`config.mk`:
```
export PLATFORM = sky130hd
export DESIGN_NAME = flex_down_timer
export DESIGN_NICKNAME = d
export VERILOG_FILES = /design/src/rtl/flex_down_timer.sv
export SDC_FILE = /design/constraint.sdc
export NUM_CORES = 1
export LEC_CHECK = 0
export CORE_MARGIN = 2
export CORE_UTILIZATION = 30
export CTS_CLUSTER_SIZE = 14
export DETAILED_ROUTE_END_ITERATION = 12
export DONT_BUFFER_PORTS = 1
export PLACE_DENSITY = 0.44
export RECOVER_POWER = 25
export SLEW_MARGIN = 10
export SYNTH_ARGS = -nofsm -noshare
export SYNTH_HDL_FRONTEND = slang
export SYNTH_SLANG_ARGS = --single-unit
```
`constraint.sdc`:
```
create_clock -name clk -period 1.6 [get_ports clk]
set_input_delay 0.24 -clock clk [delete_from_list [all_inputs] [get_ports clk]]
set_output_delay 0.24 -clock clk [all_outputs]
set_load 0.05 [all_outputs]
```
`src/rtl/flex_down_timer.sv`:
```
`default_nettype none
// ============================================================================
// Module   : flex_down_timer
// Brief    : Loadable down-counting timer with a one-cycle expire pulse,
//            one-shot or auto-reload behaviour at terminal count.
// Revision : 1.0 - initial release
// ============================================================================
module flex_down_timer #(
    parameter int NUM_CNT_BITS = 4
) (
    input  logic                    clk,
    input  logic                    n_rst,
    input  logic                    clear,
    input  logic                    start,
    input  logic [NUM_CNT_BITS-1:0] start_val,
    input  logic                    count_enable,
    input  logic                    auto_reload,
    output logic [NUM_CNT_BITS-1:0] count_out,
    output logic                    expire_flag,
    output logic                    busy,
    output logic                    done
);

    typedef enum logic [1:0] {
        S_IDLE    = 2'd0,
        S_RUN     = 2'd1,
        S_EXPIRED = 2'd2
    } state_t;

    localparam logic [NUM_CNT_BITS-1:0] C_ONE  = NUM_CNT_BITS'(1);
    localparam logic [NUM_CNT_BITS-1:0] C_ZERO = '0;

    state_t                  state_q,  state_d;
    logic [NUM_CNT_BITS-1:0] count_q,  count_d;
    logic [NUM_CNT_BITS-1:0] period_q, period_d;
    logic                    expire_q, expire_d;
    logic                    busy_q,   busy_d;
    logic                    done_q,   done_d;

    always_ff @(posedge clk or negedge n_rst) begin
        if (!n_rst) begin
            state_q  <= S_IDLE;
            count_q  <= C_ZERO;
            period_q <= C_ZERO;
            expire_q <= 1'b0;
            busy_q   <= 1'b0;
            done_q   <= 1'b0;
        end else begin
            state_q  <= state_d;
            count_q  <= count_d;
            period_q <= period_d;
            expire_q <= expire_d;
            busy_q   <= busy_d;
            done_q   <= done_d;
        end
    end

    // Priority: clear, then start, then normal counting in the current state.
    always_comb begin
        state_d  = state_q;
        count_d  = count_q;
        period_d = period_q;
        expire_d = 1'b0;

        if (clear) begin
            state_d = S_IDLE;
            count_d = C_ZERO;
        end else if (start) begin
            period_d = start_val;
            if (start_val != C_ZERO) begin
                state_d = S_RUN;
                count_d = start_val;
            end else begin
                state_d  = S_EXPIRED;
                count_d  = C_ZERO;
                expire_d = 1'b1;
            end
        end else begin
            case (state_q)
                S_RUN: begin
                    if (count_enable) begin
                        if (count_q == C_ONE) begin
                            expire_d = 1'b1;
                            if (auto_reload) begin
                                count_d = period_q;
                            end else begin
                                state_d = S_EXPIRED;
                                count_d = C_ZERO;
                            end
                        end else begin
                            count_d = count_q - C_ONE;
                        end
                    end
                end
                S_EXPIRED: begin
                    count_d = C_ZERO;
                end
                default: begin
                    state_d = S_IDLE;
                    count_d = C_ZERO;
                end
            endcase
        end

        busy_d = (state_d == S_RUN);
        done_d = (state_d == S_EXPIRED);
    end

    assign count_out   = count_q;
    assign expire_flag = expire_q;
    assign busy        = busy_q;
    assign done        = done_q;

endmodule
`default_nettype wire
```
==> results_dict.tcl, run 1 <==
set metrics [dict create \
    mostFrequentLayoutCells "nand2_1, dfrtp_1, buf_4" \
    cts_buffers 3 \
    placed_area_um2 861 \
    h-tree-depth 1 \
    critPathRequiredTime_ns 1.77 \
    vdd_drop_max_v 0.000419 \
    hp-class "in2reg" \
    min_period_ns 1.58 \
    synthesis.nets 98 \
    cts_tree "done" \
    avgRoutedWirePerCell_um 15.2 \
    crit_fanout 3 \
    power_density_mw_per_mm2 802 \
    synth-seq-area-share 0.432 \
    synth-seq-cells 13 \
    slew_headroom 0.601 \
    holdPathEnd "expire_flag" \
    dpl.hpwl_mm 1.48 \
    drc 0 \
    row_count 18 \
    gp_congestion 0.771 \
    ys_warn_count 0 \
    grt_start_max_net_pins 14 \
    min_period_over_period 0.989 \
    vias 655 \
    place.port_buffers 0 \
    finalSetupViolations 0 \
    grt_pass1_vias 714 \
    timing_worst_setup_path_type "reg2reg" \
    finalHoldViolCount 0 \
    r2r_setup_slack_ns 0.02 \
    tns_ns 0 \
    boundaryPins 17 \
    worstPathCellList "buf_4 > ha_1 > nor2_2 > nor4_2 > buf_4 > a31o_1 > and2_1" \
    power_mw 0.738 \
    r2r_start "state_q[0]" \
    dieHeight_um 54.1 \
    min-delay-start "clear" \
    whs_path_depth 1 \
    layout-drive-gt1-share 0.237 \
    worstSetupEndpointType "flip-flop" \
    fmax_mhz 632 \
    cts_buffer_depth 2 \
    ys_types 26 \
    cp_num_buf_inv 2 \
    drtIter0Drc 14 \
    mostFrequentLayoutCell "nand2_1" \
    worst_slew_pin_slew_ns 0.597 \
    cp.arrival_ns 1.76 \
    overflow 0 \
    finalWirelength_mm 1.93 \
    rsz0062_at_grt "true" \
    status "finished clean" \
    clk_pin_slew_worst_paths_ns 0.08 \
    syn_inst 84 \
    core_area_mm2 0.00243 \
    cp_top_family "flip-flops" \
    antenna_left 0 \
    cap_violations 0 \
    diodes 0 \
    grt_pass1_wl_mm 3.30 \
    cp_common_cell "buf_4" \
    initial_core_util 0.310 \
    netlist_area_um2 753 \
    cts_sinks 13 \
    antenna_found_initial 0 \
    grt_use_total 0.164 \
    cp_slowest_cell "dfrtp_1" \
    fin_skew_ns 0.00217 \
    first_pass_iters 4 \
    syn2layout_area_growth_pct 22.1 \
    avgSynthCellArea_um2 8.97 \
    dieArea_mm2 0.00293 \
    rr_worst_depth 7 \
    crit_path_max_incr_delay_ns 0.39 \
    fin_area_um2 920 \
    die_w_um 54.1 \
    vias_per_cell 5.16 \
    critPathLaunchType "flip-flop" \
    nets 112 \
    final_core_util 0.378 \
    root_buffer "clkbuf_4" \
    clkLatencyLatePin_ns 0.28 \
    r2r-end "busy" \
    drv_slew 0 \
    power_leakage_nw 0.428 \
]
state kept, by name, indices dropped and copies added, names as in the netlist:
signal and flops:
busy 1, count_out 4, done 1, expire_flag 1
period_q 4, state_q 2
metal layers:
layer	track usage	part of all wire
met5	0	0
met4	0.0750	0.018
met3	0.0361	0.062
met2	0.264	0.47
met1	0.208	0.45
per-stage QoR:
stage	cells	hold WS, ns	setup slack (ns)
final	127	0.0123	0.0180
after detailed placement	121	-0.0553	0.0273
after global placement	121	-0.0553	0.0549
after CTS	126	0.00640	0.00604
after global routing	127	0.00217	-0.0593
after floorplan	84	-0.0556	-0.0719
cell type report:
type	count	area (µm²)
fill	257	1510
multi-input combinational	63	422
sequential	13	330
timing repair buffer	10	77.6
tap	30	37.5
clock buffer	4	26.3
inverter	7	26.3
repair_timing:
item | CTS | global route
hold buffers | 1 | 0
setup endpoints to repair | 1 | 5
hold endpoints to repair | 13 | 0
buffers inserted | 0 | 1
gates resized for setup | 1 | 2
worst register-to-register path, stage by stage, from the launching register on:
cell	delay (ns)
dfrtp_1	0.39
buf_4	0.15
ha_1	0.23
nor2_2	0.18
nor4_2	0.06
buf_4	0.12
a31o_1	0.21
and2_1	0.13
synthesized netlist by cell type:
cell type	number	area share
a31oi_1	4	0.033
ha_1	4	0.066
nor3_1	1	0.0066
o31ai_1	2	0.020
a21o_1	2	0.020
nor3b_2	2	0.033
nor2b_1	1	0.0083
inv_1	7	0.035
and2_1	1	0.0083
o21ai_0	2	0.013
or3_1	1	0.0083
a31o_1	1	0.012
nand2b_1	2	0.017
o211ai_1	1	0.010
o21ai_1	3	0.020
nor2_1	9	0.045
nand4bb_4	1	0.037
clkbuf_4	1	0.010
a21oi_1	4	0.027
a22oi_1	1	0.010
nor3b_1	1	0.010
nand4_1	1	0.0083
dfrtp_1	13	0.43
nor4_1	2	0.017
and3_1	3	0.025
nand2_1	14	0.070
worst max-delay path by stage:
stage / slack (ns) / start / end / cells past startpoint
after global placement: 0.05 / count_out[1] / busy / 6
final: 0.02 / state_q[0] / busy / 7
after floorplan: -0.07 / count_out[1] / busy / 6
after global routing: -0.06 / count_out[1] / busy / 6
after detailed placement: 0.03 / count_out[1] / busy / 6
after CTS: 0.006 / count_out[1] / busy / 6
logic make-up after synthesis:
logic type,Yosys count,synth area share
and+or+nand+nor,39,0.292
AOI/OAI and AO/OA,20,0.164
DFF,13,0.432
buffers and inverters,8,0.0449
adders and majority gates,4,0.0664
where the power goes:
part	total [mW]	internal [mW]	switching, mW
Combinational	0.152	0.0619	0.0903
Sequential	0.376	0.352	0.0233
Clock	0.210	0.0967	0.113
Power figures use the tool's default switching activity.
==> run 2, diff against run 1 <==
--- a/config.mk
+++ b/config.mk
@@ -10,8 +10,10 @@
 export CTS_CLUSTER_SIZE = 14
 export DETAILED_ROUTE_END_ITERATION = 12
 export DONT_BUFFER_PORTS = 1
+export GPL_ROUTABILITY_DRIVEN = 0
 export PLACE_DENSITY = 0.44
 export RECOVER_POWER = 25
+export REMOVE_ABC_BUFFERS = 1
 export SLEW_MARGIN = 10
 export SYNTH_ARGS = -nofsm -noshare
 export SYNTH_HDL_FRONTEND = slang
==> results_dict.tcl, run 2 (synthesis results as in run 1) <==
set metrics [dict create \
    worstPathCellList "inv_2 > ha_4 > nand4bb_4 > or3_1 > a31o_1 > and2_1" \
    r2r_setup_slack_ns 0.07 \
    grt_use_total 0.148 \
    cts_sinks 13 \
    nets 116 \
    fmax_mhz 653 \
    syn2layout_area_growth_pct 24.9 \
    cp_num_buf_inv 1 \
    h-tree-depth 1 \
    worst_slew_pin_slew_ns 0.623 \
    hp-class "in2reg" \
    die_w_um 54.1 \
    dieArea_mm2 0.00293 \
    cp_top_family "simple AND/OR/NAND/NOR gates" \
    switchingPower_mw 0.232 \
    crit_fanout 3 \
    avgRoutedWirePerCell_um 14.2 \
    antenna_left 0 \
    root_buffer "clkbuf_4" \
    setup_ws_ns 0.0684 \
    vias 668 \
    drc 0 \
    fin_area_um2 941 \
    diodes 0 \
    place_ws_ns -0.00800 \
    overflow 0 \
    power_leakage_nw 0.449 \
    cts_tree "done" \
    rsz0062_at_grt "true" \
    critPathRequiredTime_ns 1.78 \
    status "finished clean" \
    p_int_mw 0.513 \
    place.port_buffers 0 \
    hold-worst-slack_ns 0.0160 \
    critPathLaunchType "flip-flop" \
    clk_pin_slew_worst_paths_ns 0.09 \
    min_period_over_period 0.957 \
    stdcell_count 131 \
    power_density_mw_per_mm2 791 \
    boundaryPins 17 \
    dpl.hpwl_mm 1.43 \
    p_seq_frac 0.500 \
    vdd_drop_max_v 0.000344 \
    cap_violations 0 \
    dieHeight_um 54.1 \
    layout-drive-gt1-share 0.218 \
    timing_worst_setup_path_type "reg2reg" \
    cp_slowest_cell "dfrtp_1" \
    core_area_mm2 0.00243 \
    slew_headroom 0.583 \
    power_mw 0.744 \
    clkLatencyLatePin_ns 0.28 \
    mostFrequentLayoutCells "nand2_1, dfrtp_1, buf_4" \
    first_pass_iters 4 \
    fin_skew_ns 0.00316 \
    cts_buffer_depth 2 \
    grt_pass1_vias 660 \
    vias_per_cell 5.10 \
    grt_start_max_net_pins 14 \
    initial_core_util 0.310 \
    min_period_ns 1.53 \
    drtIter0Drc 13 \
    mostFrequentLayoutCell "nand2_1" \
    cts_buffers 3 \
    combPwrFrac 0.210 \
    finalWirelength_mm 1.86 \
    p_sw_frac 0.311 \
    worstSetupEndpointType "flip-flop" \
    clkPwrFrac 0.289 \
    finalSetupViolations 0 \
    placed_area_um2 881 \
    cp.arrival_ns 1.71 \
    finalHoldViolCount 0 \
    crit_path_max_incr_delay_ns 0.39 \
    grt_pass1_wl_mm 3.06 \
    antenna_found_initial 0 \
    drv_slew 0 \
    post-place-cells 126 \
    row_count 18 \
]
[run 2: changes by cell type in the layout (fill, tap and decap cells not counted), sizes merged]
| cell | before | now |
|---|---|---|
| buf | 9 | 12 |
| clkbuf | 4 | 5 |
[run 2: area by class of cell]
type / count / area, µm²
fillers: 254 / 1490
multi-input cells: 63 / 422
flip-flops and latches: 13 / 325
repair buffers: 14 / 104
well taps: 30 / 37.5
clock buffers: 4 / 26.3
inverters: 7 / 26.3
[run 2: path summary, 6_finish.rpt]
kind	cells after the start	to	from
max reg2reg	6	busy	count_out[1]
max in group asynchronous	1	count_out[2]	n_rst
min reg2reg	2	period_q[2]	period_q[2]
min	1	expire_flag	clear
max	6	busy	count_out[1]
min in group asynchronous	1	busy	n_rst
[run 2: worst reg2reg max path: cells and delay by family (launching register included)]
kind	cells	cell delay, ns
buf+inv	1	0.08
compound gates	1	0.23
fa+ha+maj	1	0.15
flops	1	0.39
simple gates	3	0.59
[run 2: power groups by stage]
| stage | registers [mW] | clock network [mW] | logic, mW |
|---|---|---|---|
| floorplan | 0.403 | 0 | 0.0713 |
| global placement | 0.377 | 0 | 0.144 |
| detailed placement | 0.377 | 0 | 0.143 |
| CTS | 0.371 | 0.214 | 0.154 |
| global route | 0.376 | 0.231 | 0.174 |
| finish | 0.372 | 0.215 | 0.157 |
[run 2: repair_timing]
item	in CTS	in global routing
endpoints found under the setup margin	1	4
pin swaps	0	0
endpoints found under the hold margin	13	0
gates resized for setup	1	5
setup buffers	0	0
hold buffers	1	0
[run 2: through the flow]
step | setup TNS [ns] | utilization
3_3_place_gp | 0 | 0.362
5_1_grt | -0.00256 | 0.387
3_5_place_dp | -0.00800 | 0.362
6_report | 0 | 0.387
4_1_cts | 0 | 0.378
2_1_floorplan | -1.12 | -
[run 2: routing by layer]
metal | GRT usage | wire, µm | share of wire | up-vias
met3 | 0.0361 | 111 | 0.060 | 4
met2 | 0.244 | 858 | 0.46 | 10
met5 | 0 | 0 | 0 | -
li1 | - | - | - | 330
met1 | 0.188 | 864 | 0.47 | 324
met4 | 0.0500 | 23 | 0.012 | 0
